`config.mk`:
```
export PLATFORM = sky130hd
export DESIGN_NAME = column_prefetch_buffer
export DESIGN_NICKNAME = d
export VERILOG_FILES = /design/src/rtl/holo_pkg.sv /design/src/rtl/column_bank_pair.sv /design/src/rtl/column_prefetch_buffer.sv
export SDC_FILE = /design/constraint.sdc
export NUM_CORES = 2
export LEC_CHECK = 0
export CAP_MARGIN = 5
export CORE_UTILIZATION = 55
export CTS_BUF_LIST = sky130_fd_sc_hd__clkbuf_2
export CTS_CLUSTER_DIAMETER = 80
export DETAILED_ROUTE_END_ITERATION = 8
export HOLD_SLACK_MARGIN = 0.03
export PLACE_DENSITY = 0.78
export SLEW_MARGIN = 30
export SYNTH_ARGS = -nofsm -noshare
export SYNTH_HDL_FRONTEND = slang
export SYNTH_SLANG_ARGS = --single-unit
```
`constraint.sdc`:
```
create_clock -name clk -period 2.8 [get_ports clk]
set_clock_uncertainty 0.2 [all_clocks]
set_input_delay 0.56 -clock clk [delete_from_list [all_inputs] [get_ports clk]]
set_output_delay 0.56 -clock clk [all_outputs]
set_load 0.05 [all_outputs]
```
`src/rtl/holo_pkg.sv`:
```
// Shared constants and FSM encoding for the POV hologram pipeline
// (column_prefetch_buffer, main, RAM_MMIO).
//   LED_COUNT       pixels per column / strip length
//   TEX_WIDTH       columns per texture
//   NUM_TEXTURES    textures packed side by side in the ROM
//   TOTAL_TEX_WIDTH ROM row stride (all textures of one row)
package holo_pkg;

  localparam int unsigned LED_COUNT       = 52;
  localparam int unsigned TEX_WIDTH       = 128;
  localparam int unsigned NUM_TEXTURES    = 3;
  localparam int unsigned TOTAL_TEX_WIDTH = TEX_WIDTH * NUM_TEXTURES;
  localparam int unsigned THETA_BITS      = 6;
  localparam int unsigned PX_BITS         = 6;
  localparam int unsigned DATA_WIDTH      = 24;
  localparam int unsigned ADDR_WIDTH      = 15;
  localparam int unsigned ROM_LATENCY     = 1;
  localparam int unsigned TEX_SEL_BITS    = 4;

  localparam int unsigned COL_BITS = $clog2(TEX_WIDTH);
  localparam int unsigned TEX_BITS = $clog2(NUM_TEXTURES);
  localparam int unsigned ROW_BITS = $clog2(LED_COUNT + 1);
  localparam int unsigned IDX_BITS = $clog2(LED_COUNT);

  typedef enum logic [1:0] {
    ST_IDLE  = 2'd0,
    ST_FILL  = 2'd1,
    ST_READY = 2'd2
  } holo_state_t;

endpackage

```
`src/rtl/column_bank_pair.sv`:
```
// Two LED_COUNT-deep pixel banks. Writes always land in the shadow bank
// (the one not selected by active_sel); the registered read port only ever
// sees the active bank.
//   clk, reset  clock, asynchronous active-low reset (clears both banks)
//   active_sel  bank currently shown on the strip
//   we/waddr/wdata  shadow-bank write port
//   raddr       pixel index; indices >= LED_COUNT read as 0
//   rdata       active-bank pixel, one cycle after raddr
module column_bank_pair
  import holo_pkg::*;
(
  input  logic                  clk,
  input  logic                  reset,
  input  logic                  active_sel,
  input  logic                  we,
  input  logic [IDX_BITS-1:0]   waddr,
  input  logic [DATA_WIDTH-1:0] wdata,
  input  logic [PX_BITS-1:0]    raddr,
  output logic [DATA_WIDTH-1:0] rdata
);

  localparam logic [PX_BITS-1:0] LAST_PX = PX_BITS'(LED_COUNT - 1);

  logic [DATA_WIDTH-1:0] mem [2][LED_COUNT];

  always_ff @(posedge clk or negedge reset) begin
    if (!reset) begin
      for (int unsigned b = 0; b < 2; b++) begin
        for (int unsigned i = 0; i < LED_COUNT; i++) begin
          mem[1'(b)][IDX_BITS'(i)] <= '0;
        end
      end
      rdata <= '0;
    end else begin
      if (we) begin
        mem[~active_sel][waddr] <= wdata;
      end
      rdata <= (raddr <= LAST_PX) ? mem[active_sel][IDX_BITS'(raddr)] : '0;
    end
  end

endmodule

```
`src/rtl/column_prefetch_buffer.sv`:
```
// Double-buffered column cache between the texture ROM and the strip driver.
// A change of angle/texture burst-reads one LED_COUNT-pixel column into the
// shadow bank; banks swap only on a strip frame wrap (px_idx 51 -> 0).
//   clk, reset    clock, asynchronous active-low reset
//   theta         angle index
//   texture_idx   texture select (out-of-range values mean texture 0)
//   rom_addr      texture ROM read address (registered)
//   rom_data      texture ROM data, ROM_LATENCY cycles after rom_addr
//   px_idx        strip pixel index
//   px_data       active-bank pixel, 1-cycle latency
//   busy          fill in progress or waiting for the swap
//   swap_pulse    one cycle, coincident with the bank swap
//   coalesce_cnt  saturating count of input changes seen while busy
module column_prefetch_buffer
  import holo_pkg::*;
(
  input  logic                    clk,
  input  logic                    reset,
  input  logic [THETA_BITS-1:0]   theta,
  input  logic [TEX_SEL_BITS-1:0] texture_idx,
  output logic [ADDR_WIDTH-1:0]   rom_addr,
  input  logic [DATA_WIDTH-1:0]   rom_data,
  input  logic [PX_BITS-1:0]      px_idx,
  output logic [DATA_WIDTH-1:0]   px_data,
  output logic                    busy,
  output logic                    swap_pulse,
  output logic [7:0]              coalesce_cnt
);

  localparam int unsigned          KEY_BITS   = THETA_BITS + TEX_BITS;
  localparam int unsigned          PROD_BITS  = THETA_BITS + COL_BITS;
  localparam logic [ROW_BITS-1:0]  LAST_ROW   = ROW_BITS'(LED_COUNT - 1);
  localparam logic [ROW_BITS-1:0]  ROW_END    = ROW_BITS'(LED_COUNT);
  localparam logic [PX_BITS-1:0]   LAST_PX    = PX_BITS'(LED_COUNT - 1);
  localparam logic [ADDR_WIDTH-1:0] ROW_STRIDE = ADDR_WIDTH'(TOTAL_TEX_WIDTH);

  holo_state_t state;

  logic [TEX_BITS-1:0]   tex;
  logic [PROD_BITS-1:0]  col_prod;
  logic [COL_BITS-1:0]   col;
  logic [ADDR_WIDTH-1:0] base;
  logic [KEY_BITS-1:0]   key;
  logic [KEY_BITS-1:0]   key_q;
  logic [KEY_BITS-1:0]   target_key;
  logic [KEY_BITS-1:0]   loaded_key;
  logic                  loaded_valid;
  logic                  active_bank;
  logic [ROW_BITS-1:0]   row;
  logic                  issue;
  logic [PX_BITS-1:0]    px_idx_q;
  logic                  frame_wrap;

  // Row tags travel alongside the ROM read so each word lands in the row
  // that requested it, whatever the ROM latency.
  logic [ROM_LATENCY-1:0]               tag_vld;
  logic [ROM_LATENCY-1:0][ROW_BITS-1:0] tag_row;
  logic                                 wr_en;
  logic [ROW_BITS-1:0]                  wr_row;

  always_comb begin
    tex        = (texture_idx < TEX_SEL_BITS'(NUM_TEXTURES)) ? TEX_BITS'(texture_idx) : '0;
    col_prod   = PROD_BITS'(theta) * PROD_BITS'(TEX_WIDTH);
    col        = COL_BITS'(col_prod >> THETA_BITS);
    base       = ADDR_WIDTH'(tex) * ADDR_WIDTH'(TEX_WIDTH) + ADDR_WIDTH'(col);
    key        = {theta, tex};
    issue      = (state == ST_FILL) && (row != ROW_END);
    wr_en      = tag_vld[ROM_LATENCY-1];
    wr_row     = tag_row[ROM_LATENCY-1];
    frame_wrap = (px_idx_q == LAST_PX) && (px_idx == '0);
    busy       = (state != ST_IDLE);
  end

  always_ff @(posedge clk or negedge reset) begin
    if (!reset) begin
      state        <= ST_IDLE;
      rom_addr     <= '0;
      row          <= '0;
      tag_vld      <= '0;
      tag_row      <= '0;
      key_q        <= '0;
      target_key   <= '0;
      loaded_key   <= '0;
      loaded_valid <= 1'b0;
      active_bank  <= 1'b0;
      px_idx_q     <= '0;
      swap_pulse   <= 1'b0;
      coalesce_cnt <= '0;
    end else begin
      swap_pulse <= 1'b0;
      px_idx_q   <= px_idx;
      key_q      <= key;
      tag_vld    <= ROM_LATENCY'({tag_vld, issue});
      tag_row    <= (ROM_LATENCY * ROW_BITS)'({tag_row, row});

      if (busy && (key != key_q) && (coalesce_cnt != 8'hFF)) begin
        coalesce_cnt <= coalesce_cnt + 8'd1;
      end

      case (state)
        ST_IDLE: begin
          if (!loaded_valid || (key != loaded_key)) begin
            target_key <= key;
            rom_addr   <= base;
            row        <= '0;
            state      <= ST_FILL;
          end
        end
        ST_FILL: begin
          // Address advances by the row stride instead of base + row*stride;
          // it holds on the last row's address once issuing is done.
          if (issue) begin
            row <= row + 1'b1;
            if (row != LAST_ROW) begin
              rom_addr <= rom_addr + ROW_STRIDE;
            end
          end
          if (wr_en && (wr_row == LAST_ROW)) begin
            state <= ST_READY;
          end
        end
        ST_READY: begin
          if (frame_wrap) begin
            active_bank  <= ~active_bank;
            swap_pulse   <= 1'b1;
            loaded_key   <= target_key;
            loaded_valid <= 1'b1;
            state        <= ST_IDLE;
          end
        end
        default: state <= ST_IDLE;
      endcase
    end
  end

  column_bank_pair u_banks (
    .clk        (clk),
    .reset      (reset),
    .active_sel (active_bank),
    .we         (wr_en),
    .waddr      (IDX_BITS'(wr_row)),
    .wdata      (rom_data),
    .raddr      (px_idx),
    .rdata      (px_data)
  );

endmodule
```
==> Word level (Yosys, flattened, before mapping) <==
Cells that the tools add are included.
{ "classes": {"addsub": 4, "n_mux": 26, "n_reduce_logical": 18, "n_lt_le_gt_ge": 8, "n_eq_ne": 14, "n_bitwise": 5} }
{ "ops": {"columns": ["cell", "count"], "rows": [
  ["$mux 1248", 4],
  ["$bwmux 2496", 1],
  ["$demux 1248 s1", 1],
  ["$bmux 24 s6", 1],
  ["$demux 24 s6", 1],
  ["$mux 24", 4],
  ["$mux 15", 3],
  ["$pmux 15 s2", 1],
  ["$ne 8x8->1", 2],
  ["$add 15x9->15 const B", 1],
  ["$ge 7x7->1 const B", 2],
  ["$not 6->7", 2],
  ["$eq 6x6->1 const B", 2],
  ["$mux 6", 2],
  ["$ne 6x6->1 const B", 2],
  ["$pmux 6 s2", 1],
  ["$add 9x7->10", 1],
  ["$add 8x1->8 const B", 1],
  ["$mux 2", 4],
  ["$ne 8x8->1 const B", 1],
  ["$logic_and 1x1->1", 7],
  ["$lt 7x1->1 const B", 1],
  ["$add 6x1->6 const B", 1],
  ["$le 6x6->1 const B", 1],
  ["other kinds (19)", 28]
]} }
{ "word_totals": {"register_bits": 2591, "word_cells": 193} }

==> Depth between registers and ports, before layout <==
{ "logic_depth": {"ltp_word": 8, "ltp_mapped": 12, "mapped_depth_nobuf": 8} }

==> By module <==
From an unflattened synthesis, not the netlist that was laid out.
{ "hier_totals": {"hier_cells": 7779, "area_unflattened_um2": 118020.7} }
{ "modules_own_cells": {"columns": ["mod", "cells_per_inst", "area_each_um2", "n_inst"], "rows": [
  ["column_bank_pair", 7543, 114985.3, 1],
  ["column_prefetch_buffer", 236, 3035.4, 1]
]} }

==> Worst setup path after synthesis <==
OpenSTA, ideal clock, no wires.
{ "synth_timing": {"path_type": "in2reg", "startpoint": "input px_idx[0]", "endpoint": "register u_banks.rdata[11]", "slack_ns": 0.085, "setup_time_ns": 0.135, "required_ns": 2.465, "n_path_buf": 4, "t_arrival_ns": 2.380, "cell_stages": 9, "cell_sequence": "buf_2 -> buf_4 -> buf_2 -> clkbuf_1 -> mux4_2 -> a211oi_1 -> a21oi_1 -> a32oi_1 -> o31ai_1"} }
{ "synth_via": {"elab_chain_cells": 5, "word_cells_on_any_way": 6, "classes_between": "order compare (1); mux (4); bitwise (1)"} }
{ "synth_lines": {"columns": ["item", "line_no", "source"], "rows": [
  ["from (decl)", "column_prefetch_buffer.sv:23", "input logic [PX_BITS-1:0] px_idx,"],
  ["$not 6->7 (not written as such)", "column_bank_pair.sv:38", "rdata <= (raddr <= LAST_PX) ? mem[active_sel][IDX_BITS'(raddr)] : '0;"],
  ["$bmux 24 s6", "column_bank_pair.sv:38", null],
  ["$mux 24 (not written as such) (2 in a row)", "column_bank_pair.sv:38", null],
  ["$mux 24 (*)", "column_bank_pair.sv:38", null],
  ["to (signal assigned)", "column_bank_pair.sv:38", null],
  ["to (decl)", "column_bank_pair.sv:19", "output logic [DATA_WIDTH-1:0] rdata"]
]} }
Mark *: on every way between the ends. The rest lies on a longest branch, timed or not. The select of a mux whose other input is x is not followed.
A chain may end at the register's enable or synchronous reset.

==> Final worst setup path <==
{ "layout_timing": {"startpoint": "register state[1]", "endpoint": "output busy"} }
{ "layout_via": {"elab_chain_cells": 1} }
{ "layout_lines": {"columns": ["item", "line_no", "source"], "rows": [
  ["from (decl)", "column_prefetch_buffer.sv:37", "holo_state_t state;"],
  ["from (signal assigned)", "column_prefetch_buffer.sv:76", "state <= ST_IDLE;"],
  ["from (signal assigned)", "column_prefetch_buffer.sv:106", "state <= ST_FILL;"],
  ["from (signal assigned)", "column_prefetch_buffer.sv:119", "state <= ST_READY;"],
  ["$reduce_bool 2->1", "column_prefetch_buffer.sv:71", "busy = (state != ST_IDLE);"],
  ["to (decl)", "column_prefetch_buffer.sv:25", "output logic busy,"]
]} }
Every way passes these cells.

==> run summary <==
outcome: complete, but fails checks
violated checks: design-rule violations, negative setup slack
nature of the critical path endpoint: output pin
vias in the first global route: 80900
Clk Latency, worst-skew pair: 2.02 ns
largest family of logic cells by synthesized area: multiplexers
grt ovf: 0
RR Startpoint: active_bank$_DFFE_PN0P_
fillers: 14100
first-pass GRT wire length: 533000 um
post-synthesis mux area share: 37.7%
Buffers on Ports: 89
total number of vias: 77400
Slew headroom: 7.30%
Initial Utilization: 55.4%
Critical path destination: busy
Max Fclk: 0.277 GHz
layout cells sized above 1: 59.7%
post-route setup slack: -0.807 ns
Final Hold Viols: 0
Simple-Gate Fraction of Synth Area: 1.79%
hold slack: 0.164 ns
crit start category: flip-flop
Yosys warnings: 0
first-pass detailed-route iteration total: 8
hold path depth: 9
DRT antenna net count: 0
nets: 8791
crit path DAT: 2.85 ns
Inst Count DP: 10500
io pins: 91
Mapped Cells: 7584
Slew @ Worst Pin: 1.39 ns
CP Class: flip-flop to output pin
worst reg-to-reg setup slack: -0.55 ns
RSZ-0062 raised after global routing: true
Cell Area, Synth: 117000 um2
cells on worst reg2reg path: 12
Reg clk slew, reported paths: 0.11 ns
endpoints failing setup: 1692
Vias/cell: 6.46
Max Slew Vio Count: 0
Most used DFF post-synth: dfrtp_1
reg-to-reg endpoint: u_banks.rdata[23]$_DFF_PN0_
syn_nets: 7630
drt total wl: 375000 um
post-DP HPWL: 222000 um
GRT Resource Usage Total: 33.6%
shortest period the worst path allows: 3.61 ns
number of synthesized flops with an enable pin: 0
initial antenna violation count: 19
wire per inst: 31.3 um
H-tree levels: 6
Post-route DRC: 27
Sink Count: 2590
P_leak: 63.2 nW
std cell rows: 169
width of the die: 464 um
core area: 212000 um2
Post-Layout Cell Count: 12000
HP Class: input pin to flip-flop
flops & latches, synth: 2590
clock buffer depth: 4
VDD IR-drop max: 0.000818 V
Async S/R FF share, synth: 100%
pin count of the biggest net entering global routing: 107
post-synthesis sequential area ratio: 55.2%
Setup crit start: state[1]$_DFFE_PN0P_
Root Buffer: clkbuf_2
MaxCap Viol Count: 0
post-synthesis adder-cell area fraction: 0.0426%
CTS tree: built
xor/xnor share of the synthesized area: 0.224%
area fraction in compound gates after synthesis: 2.13%
GPL Wtd Cong: 0.966
Worst Path Max Fanout: 2
CTS buffer count: 662
worst path required time: 2.04 ns
Die ar.: 215000 um2
fin crit share: 129%
TNS Setup: -159.23 ns
Final Power: 72.1 mW
PwrDens: 512 nW/um2
die height: 464 um
distinct cell type count after synthesis: 75
First DRT Iteration DRCs: 8465
Area Overhead vs Synth: 19.8%
Syn Area/Cell: 15.5 um2
[worst max-delay path, stage by stage (launching register included)]
cell	delay [ns]
dfrtp_1	0.43
or2_4	0.30
buf_6	0.16
[per-layer routing]
| layer | up-vias | track usage [%] | share of wire [%] |
|---|---|---|---|
| li1 | 30800 | - | - |
| met1 | 41100 | 45.2 | 38 |
| met2 | 4376 | 49.8 | 45 |
| met3 | 1079 | 9.31 | 11 |
| met4 | 14 | 18.1 | 5.9 |
| met5 | - | 0.334 | 0.029 |
[layout make-up]
type / instances / area (um2) / area share, %
diodes: 7 / 17.5 / 0.0124
clock buffers: 951 / 4760 / 3.38
clock inverters: 126 / 778 / 0.553
inverters: 9 / 33.8 / 0.0240
multi-input cells: 4259 / 51200 / 36.4
flip-flops and latches: 2590 / 64900 / 46.1
well taps: 2821 / 3530 / 2.51
repair buffers: 1223 / 15500 / 11.0
[logic make-up (layout without fill, tap and decap cells)]
group,after synthesis,count (layout)
xor+xnor,30,30
flops,2590,2590
simple gates,436,437
buf+inv,736,2309
mux,3422,3422
fa+ha+maj,4,4
compound gates,365,365
other cells,1,8
[flip-flops by register name, indices dropped and copies added, names as in the netlist]
signal         count
loaded_key         8
key_q              8
coalesce_cnt       8
swap_pulse         1
rom_addr          14
u_banks.mem     2496
state              2
tag_row            6
u_banks.rdata     24
row                6
active_bank        1
target_key         8
loaded_valid       1
px_idx_q           6
tag_vld            1
[stage by stage]
| stage | utilization (%) | worst slack (ns) | area, um2 |
|---|---|---|---|
| 4_1_cts | 64.5 | -0.978 | 137000 |
| 3_5_place_dp | 60.2 | -0.885 | 128000 |
| 5_1_grt | 66.3 | -0.884 | 141000 |
| 6_report | 66.4 | -0.807 | 141000 |
| 3_3_place_gp | 60.2 | -1.27 | 128000 |
| 2_1_floorplan | - | 0.0848 | 117000 |
[placed cells by master, fill, tap and decap left out, types with 21 or more instances in the layout]
cell and n:
a21oi_1 31, mux4_2 549, nor2_2 28, nand2_2 21
buf_12 295, clkbuf_16 63, dfrtp_2 28, buf_8 33
a22oi_1 105, clkinv_1 95, buf_16 29, buf_6 99
dlygate4sd3_1 110, a21oi_2 24, nand2_1 117, clkbuf_2 951
nor2_4 36, dfrtp_1 2561, mux2_2 2436, nor2_1 35
mux2i_1 320, xnor2_1 25, buf_4 573, mux2_4 86
nand3_1 54
[worst min path at each step]
| stage | startpoint | end |
|---|---|---|
| after floorplan | reset | active_bank$_DFFE_PN0P_ |
| after global placement | row[5]$_DFFE_PN0P_ | tag_row[5]$_DFF_PN0_ |
| after detailed placement | row[5]$_DFFE_PN0P_ | tag_row[5]$_DFF_PN0_ |
| after CTS | rom_data[4] | u_banks.mem[2284]$_DFFE_PN0P_ |
| after global routing | px_idx[0] | px_idx_q[0]$_DFF_PN0_ |
| final | px_idx[0] | u_banks.rdata[21]$_DFF_PN0_ |
[what timing repair did]
| action | CTS | global route |
|---|---|---|
| hold endpoints to repair | 5173 | 93 |
| resized for setup | 634 | 337 |
| hold buffers | 124 | 2 |
| setup endpoints to repair | 264 | 2021 |
| cloned | 15 | 65 |
| pin swaps | 66 | 82 |
| setup buffers | 83 | 94 |
[synth_stat cells (6+ instances only)]
library cell | count | area share, %
dfrtp_1 | 2590 | 55
mux2_2 | 2522 | 24
mux4_2 | 549 | 11
clkbuf_1 | 418 | 1.3
mux2i_1 | 341 | 2.9
buf_2 | 203 | 0.86
nand2_1 | 143 | 0.46
a22oi_1 | 123 | 0.79
nor2_1 | 91 | 0.29
nand3_1 | 66 | 0.28
a21oi_1 | 65 | 0.28
buf_4 | 63 | 0.40
o21ai_0 | 46 | 0.20
nor2b_1 | 32 | 0.17
buf_6 | 27 | 0.26
xnor2_1 | 25 | 0.19
o22ai_1 | 20 | 0.11
a211oi_1 | 17 | 0.11
a31oi_1 | 17 | 0.091
buf_1 | 15 | 0.048
nor3_1 | 15 | 0.064
o211ai_1 | 15 | 0.096
nand2b_1 | 13 | 0.069
nand4_1 | 13 | 0.069
mux2_1 | 10 | 0.096
and2_1 | 9 | 0.048
a221oi_1 | 8 | 0.060
and3_1 | 8 | 0.043
nand2_2 | 8 | 0.043
nor2_2 | 8 | 0.043
a22o_1 | 7 | 0.052
inv_1 | 7 | 0.022
nor4_1 | 6 | 0.032
[where the power goes]
group          total [mW]  switching [mW]  internal, mW
Clock                25.4            15.5          9.85
Combinational        7.24            4.23          3.01
Sequential           39.5           0.825          38.7
(Power assumes the default switching activity.)
